**config.mk**
```make
export PLATFORM = sky130hd
export DESIGN_NAME = store_write_buffer_flat
export DESIGN_NICKNAME = d
export VERILOG_FILES = /design/src/rtl/store_write_buffer_if.sv /design/src/rtl/store_write_buffer.sv /design/src/flat_wrapper.sv
export SDC_FILE = /design/constraint.sdc
export NUM_CORES = 1
export LEC_CHECK = 0
export ABC_AREA = 1
export BUFFER_PORTS_ARGS = -buffer_cell sky130_fd_sc_hd__buf_2
export CORE_ASPECT_RATIO = 1.4
export CORE_UTILIZATION = 30
export DETAILED_ROUTE_END_ITERATION = 10
export PLACE_DENSITY = 0.47
export SYNTH_ARGS = -nofsm -noshare
export SYNTH_HDL_FRONTEND = slang
export SYNTH_SLANG_ARGS = --single-unit
```
**constraint.sdc**
```tcl
create_clock -name clk -period 8.2 [get_ports clk]
set_input_delay 2.46 -clock clk [delete_from_list [all_inputs] [get_ports clk]]
set_output_delay 2.46 -clock clk [all_outputs]
set_load 0.005 [all_outputs]
```
**src/rtl/store_write_buffer_if.sv**
```systemverilog
// Store-buffer bundle: M-stage store port, load hazard check, memory write channel and status.
// The slave modport is the buffer; the master modport is the pipeline/memory side.
interface store_write_buffer_if #(
   parameter int DEPTH = 4
);
   localparam int CW = $clog2(DEPTH) + 1;

   logic          st_valid;
   logic [31:0]   st_addr;
   logic [3:0]    st_byteen;
   logic [31:0]   st_wdata;
   logic          st_ready;

   logic          ld_valid;
   logic [31:0]   ld_addr;
   logic          ld_hazard;

   logic          mem_wvalid;
   logic [31:0]   mem_waddr;
   logic [3:0]    mem_byteen;
   logic [31:0]   mem_wdata;
   logic          mem_wready;

   logic          empty;
   logic [CW-1:0] count;

   modport slave (
      input  st_valid, st_addr, st_byteen, st_wdata, ld_valid, ld_addr, mem_wready,
      output st_ready, ld_hazard, mem_wvalid, mem_waddr, mem_byteen, mem_wdata, empty, count
   );

   modport master (
      output st_valid, st_addr, st_byteen, st_wdata, ld_valid, ld_addr, mem_wready,
      input  st_ready, ld_hazard, mem_wvalid, mem_waddr, mem_byteen, mem_wdata, empty, count
   );
endinterface

```
**src/rtl/store_write_buffer.sv**
```systemverilog
// Posted store write buffer: in-order circular FIFO with merge into the newest entry
// and a whole-word load hazard check against buffered and in-flight stores.
module store_write_buffer #(
   parameter int DEPTH = 4
) (
   input  logic                clk,
   input  logic                reset,
   store_write_buffer_if.slave bus
);
   localparam int PW = $clog2(DEPTH);
   localparam int CW = PW + 1;

   logic [29:0]   r_word [DEPTH];
   logic [3:0]    r_be   [DEPTH];
   logic [31:0]   r_data [DEPTH];
   logic [PW-1:0] r_head;
   logic [PW-1:0] r_tail;
   logic [CW-1:0] r_count;

   logic [PW-1:0]    w_newest;
   logic [29:0]      w_st_word;
   logic [29:0]      w_ld_word;
   logic             w_st_nz;
   logic             w_empty;
   logic             w_merge_ok;
   logic             w_ready;
   logic             w_push;
   logic             w_merge;
   logic             w_pop;
   logic             w_buf_hit;
   logic [DEPTH-1:0] w_valid;
   logic             w_unused_addr_bits;

   function automatic logic [31:0] merge_bytes(input logic [31:0] old_d,
                                               input logic [31:0] new_d,
                                               input logic [3:0]  be);
      logic [31:0] res;
      res = old_d;
      for (int i = 0; i < 4; i++) begin
         if (be[i]) res[8*i +: 8] = new_d[8*i +: 8];
      end
      return res;
   endfunction

   assign w_st_word          = bus.st_addr[31:2];
   assign w_ld_word          = bus.ld_addr[31:2];
   assign w_unused_addr_bits = ^{bus.st_addr[1:0], bus.ld_addr[1:0]};
   assign w_st_nz            = (bus.st_byteen != 4'b0000);
   assign w_empty            = (r_count == '0);
   assign w_newest           = r_tail - PW'(1);

   // The count >= 2 guard keeps the head entry immutable while it is being presented.
   assign w_merge_ok = w_st_nz && (r_count >= CW'(2)) && (r_word[w_newest] == w_st_word);
   assign w_ready    = (r_count < CW'(DEPTH)) || w_merge_ok;
   assign w_merge    = bus.st_valid && w_merge_ok;
   assign w_push     = bus.st_valid && w_st_nz && w_ready && !w_merge_ok;
   assign w_pop      = !w_empty && bus.mem_wready;

   // Slot j is live when its distance from head is below the occupancy.
   always_comb begin
      w_valid   = '0;
      w_buf_hit = 1'b0;
      for (int j = 0; j < DEPTH; j++) begin
         w_valid[j] = ({1'b0, PW'(j) - r_head} < r_count);
         if (w_valid[j] && (r_word[j] == w_ld_word)) w_buf_hit = 1'b1;
      end
   end

   assign bus.st_ready   = w_ready;
   assign bus.ld_hazard  = bus.ld_valid &&
                           (w_buf_hit || (bus.st_valid && w_st_nz && (w_st_word == w_ld_word)));
   assign bus.empty      = w_empty;
   assign bus.count      = r_count;
   assign bus.mem_wvalid = !w_empty;
   assign bus.mem_waddr  = w_empty ? 32'h0 : {r_word[r_head], 2'b00};
   assign bus.mem_byteen = w_empty ? 4'h0  : r_be[r_head];
   assign bus.mem_wdata  = w_empty ? 32'h0 : r_data[r_head];

   always_ff @(posedge clk) begin
      if (reset) begin
         r_head  <= '0;
         r_tail  <= '0;
         r_count <= '0;
      end else begin
         if (w_push) r_tail <= r_tail + PW'(1);
         if (w_pop)  r_head <= r_head + PW'(1);
         case ({w_push, w_pop})
            2'b10:   r_count <= r_count + CW'(1);
            2'b01:   r_count <= r_count - CW'(1);
            default: r_count <= r_count;
         endcase
      end
   end

   // Entry storage needs no reset: liveness comes solely from head/count.
   always_ff @(posedge clk) begin
      if (w_push) begin
         r_word[r_tail] <= w_st_word;
         r_be[r_tail]   <= bus.st_byteen;
         r_data[r_tail] <= bus.st_wdata;
      end else if (w_merge) begin
         r_be[w_newest]   <= r_be[w_newest] | bus.st_byteen;
         r_data[w_newest] <= merge_bytes(r_data[w_newest], bus.st_wdata, bus.st_byteen);
      end
   end
endmodule

```
**src/flat_wrapper.sv**
```systemverilog
// flat-port wrapper written by rule: the top's interface ports become plain ports
module store_write_buffer_flat 
#(
   parameter int DEPTH = 4
)
  (clk, reset, bus_st_valid, bus_st_addr, bus_st_byteen, bus_st_wdata, bus_ld_valid, bus_ld_addr, bus_mem_wready, bus_st_ready, bus_ld_hazard, bus_mem_wvalid, bus_mem_waddr, bus_mem_byteen, bus_mem_wdata, bus_empty, bus_count);
  store_write_buffer_if #(.DEPTH(DEPTH)) bus_i ();
  input  logic clk;
  input  logic reset;
  input wire logic [$bits(bus_i.st_valid)-1:0] bus_st_valid;
  input wire logic [$bits(bus_i.st_addr)-1:0] bus_st_addr;
  input wire logic [$bits(bus_i.st_byteen)-1:0] bus_st_byteen;
  input wire logic [$bits(bus_i.st_wdata)-1:0] bus_st_wdata;
  input wire logic [$bits(bus_i.ld_valid)-1:0] bus_ld_valid;
  input wire logic [$bits(bus_i.ld_addr)-1:0] bus_ld_addr;
  input wire logic [$bits(bus_i.mem_wready)-1:0] bus_mem_wready;
  output wire logic [$bits(bus_i.st_ready)-1:0] bus_st_ready;
  output wire logic [$bits(bus_i.ld_hazard)-1:0] bus_ld_hazard;
  output wire logic [$bits(bus_i.mem_wvalid)-1:0] bus_mem_wvalid;
  output wire logic [$bits(bus_i.mem_waddr)-1:0] bus_mem_waddr;
  output wire logic [$bits(bus_i.mem_byteen)-1:0] bus_mem_byteen;
  output wire logic [$bits(bus_i.mem_wdata)-1:0] bus_mem_wdata;
  output wire logic [$bits(bus_i.empty)-1:0] bus_empty;
  output wire logic [$bits(bus_i.count)-1:0] bus_count;
  assign bus_i.st_valid = bus_st_valid;
  assign bus_i.st_addr = bus_st_addr;
  assign bus_i.st_byteen = bus_st_byteen;
  assign bus_i.st_wdata = bus_st_wdata;
  assign bus_i.ld_valid = bus_ld_valid;
  assign bus_i.ld_addr = bus_ld_addr;
  assign bus_i.mem_wready = bus_mem_wready;
  assign bus_st_ready = bus_i.st_ready;
  assign bus_ld_hazard = bus_i.ld_hazard;
  assign bus_mem_wvalid = bus_i.mem_wvalid;
  assign bus_mem_waddr = bus_i.mem_waddr;
  assign bus_mem_byteen = bus_i.mem_byteen;
  assign bus_mem_wdata = bus_i.mem_wdata;
  assign bus_empty = bus_i.empty;
  assign bus_count = bus_i.count;
  store_write_buffer #(.DEPTH(DEPTH)) u_core (.clk(clk), .reset(reset), .bus(bus_i));
endmodule
```
After elaboration in Yosys (flattened, before gate mapping)

Memory sizes are Yosys's and may differ from the RTL's. A register that Yosys moved wholly into a read port is not among the register bits.
Cells that the tools add are included.

Output and inout port bits: 75
Memories: 3
Logic and storage cells: 97
Bits in registers: 7
Input bits: 105
RAM bits: 264

Memory list:

| name          | depth | width | rd ports | clocked after Yosys merged registers in | wr ports | RTL line                 | RTL |
|---|---|---|---|---|---|---|---|
| u_core.r_data | 4     | 32    | 1        | 1                                       | 1        | store_write_buffer.sv:15 | `logic [31:0] r_data [DEPTH];` |
| u_core.r_word | 4     | 30    | 6        | 1                                       | 1        | store_write_buffer.sv:13 | `logic [29:0] r_word [DEPTH];` |
| u_core.r_be   | 4     | 4     | 2        | 1                                       | 1        | store_write_buffer.sv:14 | `logic [3:0] r_be [DEPTH];` |

Multiplexer cells: 37
Order comparisons: 6
Reductions and logical operators: 26
$add $sub $neg: 9
Eq/ne operators: 12
Bitwise gates (word level): 1

Operators by type and width:

| cell                | number |
|---|---|
| $eq 30x30->1        | 6 |
| $mux 32             | 3 |
| $mux 8              | 12 |
| $reduce_or 32->1    | 1 |
| $mux 2              | 8 |
| $logic_and 1x1->1   | 13 |
| $lt 2x3->1          | 4 |
| $mux 4              | 3 |
| $ne 3x3->1 const B  | 4 |
| $mux 1              | 10 |
| $reduce_and 2->1    | 4 |
| $pmux 3 s2          | 1 |
| $add 2x1->2 const B | 2 |
| $or 4x4->4          | 1 |
| $reduce_bool 4->1   | 1 |
| $reduce_or 4->1     | 1 |
| $sub 1x2->2 const A | 2 |
| $sub 2x2->2 const A | 2 |
| $add 3x1->3 const B | 1 |
| $ge 3x2->1 const B  | 1 |
| $logic_not 3->1     | 1 |
| $lt 3x3->1 const B  | 1 |
| $sub 3x1->3 const B | 1 |
| $eq 2x1->1 const B  | 1 |
| other kinds (5)     | 7 |

Depth between registers and ports, before layout

An unclocked memory read counts as a cell.

Word-level depth: 12
Depth in mapped cells: 25

Worst setup path before layout

No wires, ideal clock.

Kind: input to output
Start: in bus_ld_addr[11]
End: out bus_ld_hazard
Data required time: 5.740 ns
Stages on the path: 9
Path slack: 2.245 ns
Path buffers: 1
Arrival: 3.495 ns
Cell sequence: clkbuf_1 -> xnor2_1 -> nand3_1 -> nor4_1 -> nand2_1 -> nor2_1 -> nand3_1 -> nand3_1 -> o21a_1

Cells in the longest elaborated chain, start to end: 8
Elaborated cells between the ends (all ways): 16

Ends and longest elaborated chain:

| element               | RTL line                 | RTL |
|---|---|---|
| start, declared       | flat_wrapper.sv:15       | `input wire logic [$bits(bus_i.ld_addr)-1:0] bus_ld_addr;` |
| $eq 30x30->1          | store_write_buffer.sv:65 | `if (w_valid[j] && (r_word[j] == w_ld_word)) w_buf_hit = 1'b1;` |
| $logic_and 1x1->1     | store_write_buffer.sv:65 |  |
| $mux 1 (4 in series)  | store_write_buffer.sv:65 |  |
| $logic_or 1x1->1 (*)  | store_write_buffer.sv:71 | `(w_buf_hit \|\| (bus.st_valid && w_st_nz && (w_st_word == w_ld_word)));` |
| $logic_and 1x1->1 (*) | store_write_buffer.sv:70 | `assign bus.ld_hazard = bus.ld_valid &&` |
| end, declared         | flat_wrapper.sv:18       | `output wire logic [$bits(bus_i.ld_hazard)-1:0] bus_ld_hazard;` |

Mark *: on every way between the ends. The rest lies on a longest branch, timed or not.

Worst setup path in the final report

Start: in bus_st_addr[3]
End: out bus_ld_hazard

Cells in the longest elaborated chain, start to end: 4

Ends and longest elaborated chain:

| element           | RTL line                 | RTL |
|---|---|---|
| start, declared   | flat_wrapper.sv:11       | `input wire logic [$bits(bus_i.st_addr)-1:0] bus_st_addr;` |
| $eq 30x30->1      | store_write_buffer.sv:71 |  |
| $logic_and 1x1->1 | store_write_buffer.sv:71 |  |
| $logic_or 1x1->1  | store_write_buffer.sv:71 |  |
| $logic_and 1x1->1 | store_write_buffer.sv:70 |  |

Every way passes these cells.

==> results.cfg <==
[run_status]
status = complete, no violations

[route]
route.detailed.drc = 0
totalWireLength_um = 52230
drt_iter0_markers = 839
drt_pass1_iterations = 5
drt-wirelength-per-cell_um = 20.99
detailroute.via_count = 12368
detail-route-antenna-nets = 0
avgViaCountPerCell = 4.971

[critical_path]
path_max_fanout = 6
kind_of_end_point_of_the_critical_path = output pin
arrival_time_reported_for_the_critical_path_endpoint_ns = 4.22
timing.critical_path.buf_inv = 3
slowest_delay_ns = 0.69
crit_top_cell = sky130_fd_sc_hd__nand2_1
timing.critical_path.slowest_stage_cell = sky130_fd_sc_hd__nor4_1
critPathTopFamily = simple AND/OR/NAND/NOR gates
startpoint_type = input port
setup.worst_path.class = in2out
timing.critical_path.cells = buf_2 > inv_1 > nand2_1 > o21ai_0 > nor4_1 > nand2_1 > nor2_1 > nand2_1 > nand2_1 > o21a_1 > buf_2
crit_required_ns = 5.74

[clocking]
cts_buffers = 34
clkSlewWorstSetupHoldPaths_ns = 0.05
cts_hold_buf = 0
cts_sinks = 273
clk_latency_ns = 0.54
post_cts.resized_instances = 0
ctsLongestPathBuffers = 3
cts-root-buf = sky130_fd_sc_hd__clkbuf_16
post-cts-setup-buffer-count = 0
htree_levels = 2
tritoncts = built

[timing]
tightestPinTransition_ns = 1.082
finClkSkew_ns = 0.02932
setup_tns_ns = 0
timing.final.max_slew_violations = 0
post-route-min-period_ns = 6.675
hold_viol_final = 0
rsz0062_at_grt = false
max_freq_mhz = 149.8
setup_viol = 0
timing.slew.headroom_pct = 27.84
hold-worst-slack_ns = 0.5238
post-route-period-util_pct = 81.41

[placement]
post-place-cells = 2427
dp_hpwl_um = 35240
place.gp.congestion = 0.9141
port_buffers = 173

[grt]
grt_first_pass_wirelength_um = 76030
grt_start_max_net_pins = 74
gr-usage-all-layers_pct = 20.40
grt-ovfl-total = 0
grt_pass1_vias = 12238
antenna_violations_before_repair = 3

[floorplan]
dieWidth_um = 190.3
effective_utilization_at_floorplan_pct = 30.39
std_cell_rows = 96
core_area_sq_um = 49010
die-area_sq_um = 50560
die_height_um = 265.7
boundaryPins = 180

[worst_hold_path]
hold_path.class = reg2reg

[final_layout]
final_core_util_pct = 35.40
antennaDiodeCount = 0
post_route_cells_drive_above_1_share_pct = 14.59
area_growth_pct = 16.46
finish.cell_count_without_fillers = 2488
fillers = 5115
design.final.nets = 1941

[power]
power_leakage_nw = 6.908
power.density_nw_per_um2 = 299.3
ir_worst_vdd_mv = 0.1685

[flow_run]
max_cap_viol_count = 0

[synthesis]
synth-compound-area-share_pct = 10.52
synth_seq_cells = 273
yosys.area_share.xor_xnor_pct = 5.409
yosysWarnings = 0
post_synth_inst_count = 1699
synth_top_family_by_area = simple AND/OR/NAND/NOR gates
post_synth_num_cell_types = 40
synthesis.area_sq_um = 14900
ys.flop_type = sky130_fd_sc_hd__edfxtp_1
seq_area_frac_synth_pct = 54.43
synthArstFlopShare_pct = 0
synth_area_per_cell_sq_um = 8.767
synth-edff-count = 264
synth_mux_area_share_pct = 0
synth_simple_gate_area_share_pct = 22.73
synth_fa_ha_area_share_pct = 0.8904
-- layer usage --
metal / vias to the layer above / wire length (um) / share of wire (%) / GRT usage [%]
met5: - / 21 / 0.040 / 0
met4: 4 / 2178 / 4.2 / 9.254
met3: 104 / 3110 / 6.0 / 3.628
met2: 420 / 26940 / 52 / 37.08
met1: 5848 / 19980 / 38 / 22.90
li1: 5992 / - / - / -
-- logic make-up (layout without fill, tap and decap cells) --
logic type	count (synthesis)	count (layout)
buffers and inverters	215	366
and+or+nand+nor	814	814
adders and majority gates	10	10
xor gates and xnor gates	92	92
other	1	2
AOI/OAI and AO/OA	294	294
DFF	273	273
-- power by group --
part / switching [W] / leakage (nW) / total, W / internal, W
Sequential: 0.000112 / 2.49 / 0.00179 / 0.00168
Combinational: 0.00133 / 3.90 / 0.00193 / 0.000599
Clock: 0.000613 / 0.525 / 0.00147 / 0.000858
Total: 0.00206 / 6.91 / 0.00519 / 0.00314
-- per-stage QoR --
step | total power, W | area (sq um) | worst slack (ns)
after floorplan | 0.002940 | 14900 | 2.245
after global placement | 0.003765 | 16260 | 1.558
after detailed placement | 0.003779 | 16260 | 1.560
after CTS | 0.005265 | 17350 | 1.553
after global routing | 0.005512 | 17350 | 1.401
final | 0.005192 | 17350 | 1.525
-- worst paths after layout --
path	startpoint	endpoint	slack, ns	cells past startpoint
hold reg to reg	u_core.r_head[1]$_SDFFE_PP0P_	flip-flop	0.52	2
setup / recovery	bus_st_addr[3]	bus_ld_hazard	1.52	11
hold / removal	u_core.r_head[1]$_SDFFE_PP0P_	flip-flop	0.52	2
setup reg to reg	u_core.r_tail[0]$_SDFFE_PP0N_	u_core.r_data[3][7]$_DFFE_PP_	3.40	17
-- registers in the layout, summed over array words and instances, names as in the netlist, named ones only --
register,count
u_core.bus.count,3
u_core.r_be,16
u_core.r_data,128
u_core.r_head,2
u_core.r_tail,2
u_core.r_word,120
-- final cells by class --
cell class / instances / area [sq um] / share of cell area (%)
Clock buffer: 48 / 964.7 / 5.561
Clock inverter: 13 / 118.9 / 0.6852
Inverter: 119 / 452.9 / 2.611
Multi-Input combinational cell: 1212 / 5936 / 34.22
Sequential cell: 273 / 8114 / 46.78
Tap cell: 637 / 797.0 / 4.595
Timing Repair Buffer: 186 / 963.4 / 5.554
-- worst register-to-register path, delay by kind of cell, from the launching register on --
kind	cells	cell delay, ns
adder cells (fa/ha/maj)	1	0.39
buffers and inverters	4	1.23
flip-flops	1	0.34
AND/OR/NAND/NOR	12	2.45
-- cell usage after synthesis (all sizes together) (9+ instances only) --
library cell | n | area [sq um]
nand2 | 335 | 1280
nor2 | 310 | 1169
edfxtp | 264 | 7928
o21ai | 147 | 750.7
inv | 117 | 444.2
a21oi | 113 | 565.5
nand3 | 102 | 515.5
clkbuf | 72 | 270.3
xnor2 | 47 | 411.6
xor2 | 45 | 394.1
buf | 24 | 171.4
nand4 | 21 | 131.4
nor4 | 20 | 125.1
o22ai | 18 | 112.6
nand3b | 10 | 75.07
dfxtp | 9 | 180.2
ha | 9 | 112.6
-- cells in the final DEF (no fill, tap or decap), drive strengths merged, types with 3 or more instances in the layout --
| cell type | Yosys | final |
|---|---|---|
| xnor2 | 47 | 47 |
| o21ai | 147 | 147 |
| clkinv | 2 | 12 |
| nand3 | 102 | 102 |
| o211ai | 3 | 3 |
| buf | 24 | 186 |
| dfxtp | 9 | 9 |
| nand2 | 335 | 335 |
| xor2 | 45 | 45 |
| inv | 117 | 118 |
| o2111ai | 3 | 3 |
| nor3 | 8 | 8 |
| a32o | 4 | 4 |
| ha | 9 | 9 |
| nor2 | 310 | 310 |
| a21oi | 113 | 113 |
| clkbuf | 72 | 48 |
| nor4 | 20 | 20 |
| edfxtp | 264 | 264 |
| nand4 | 21 | 21 |
| nand3b | 10 | 10 |
| or2 | 8 | 8 |
| o22ai | 18 | 18 |
Note: power is estimated with default switching activity, not from simulation.
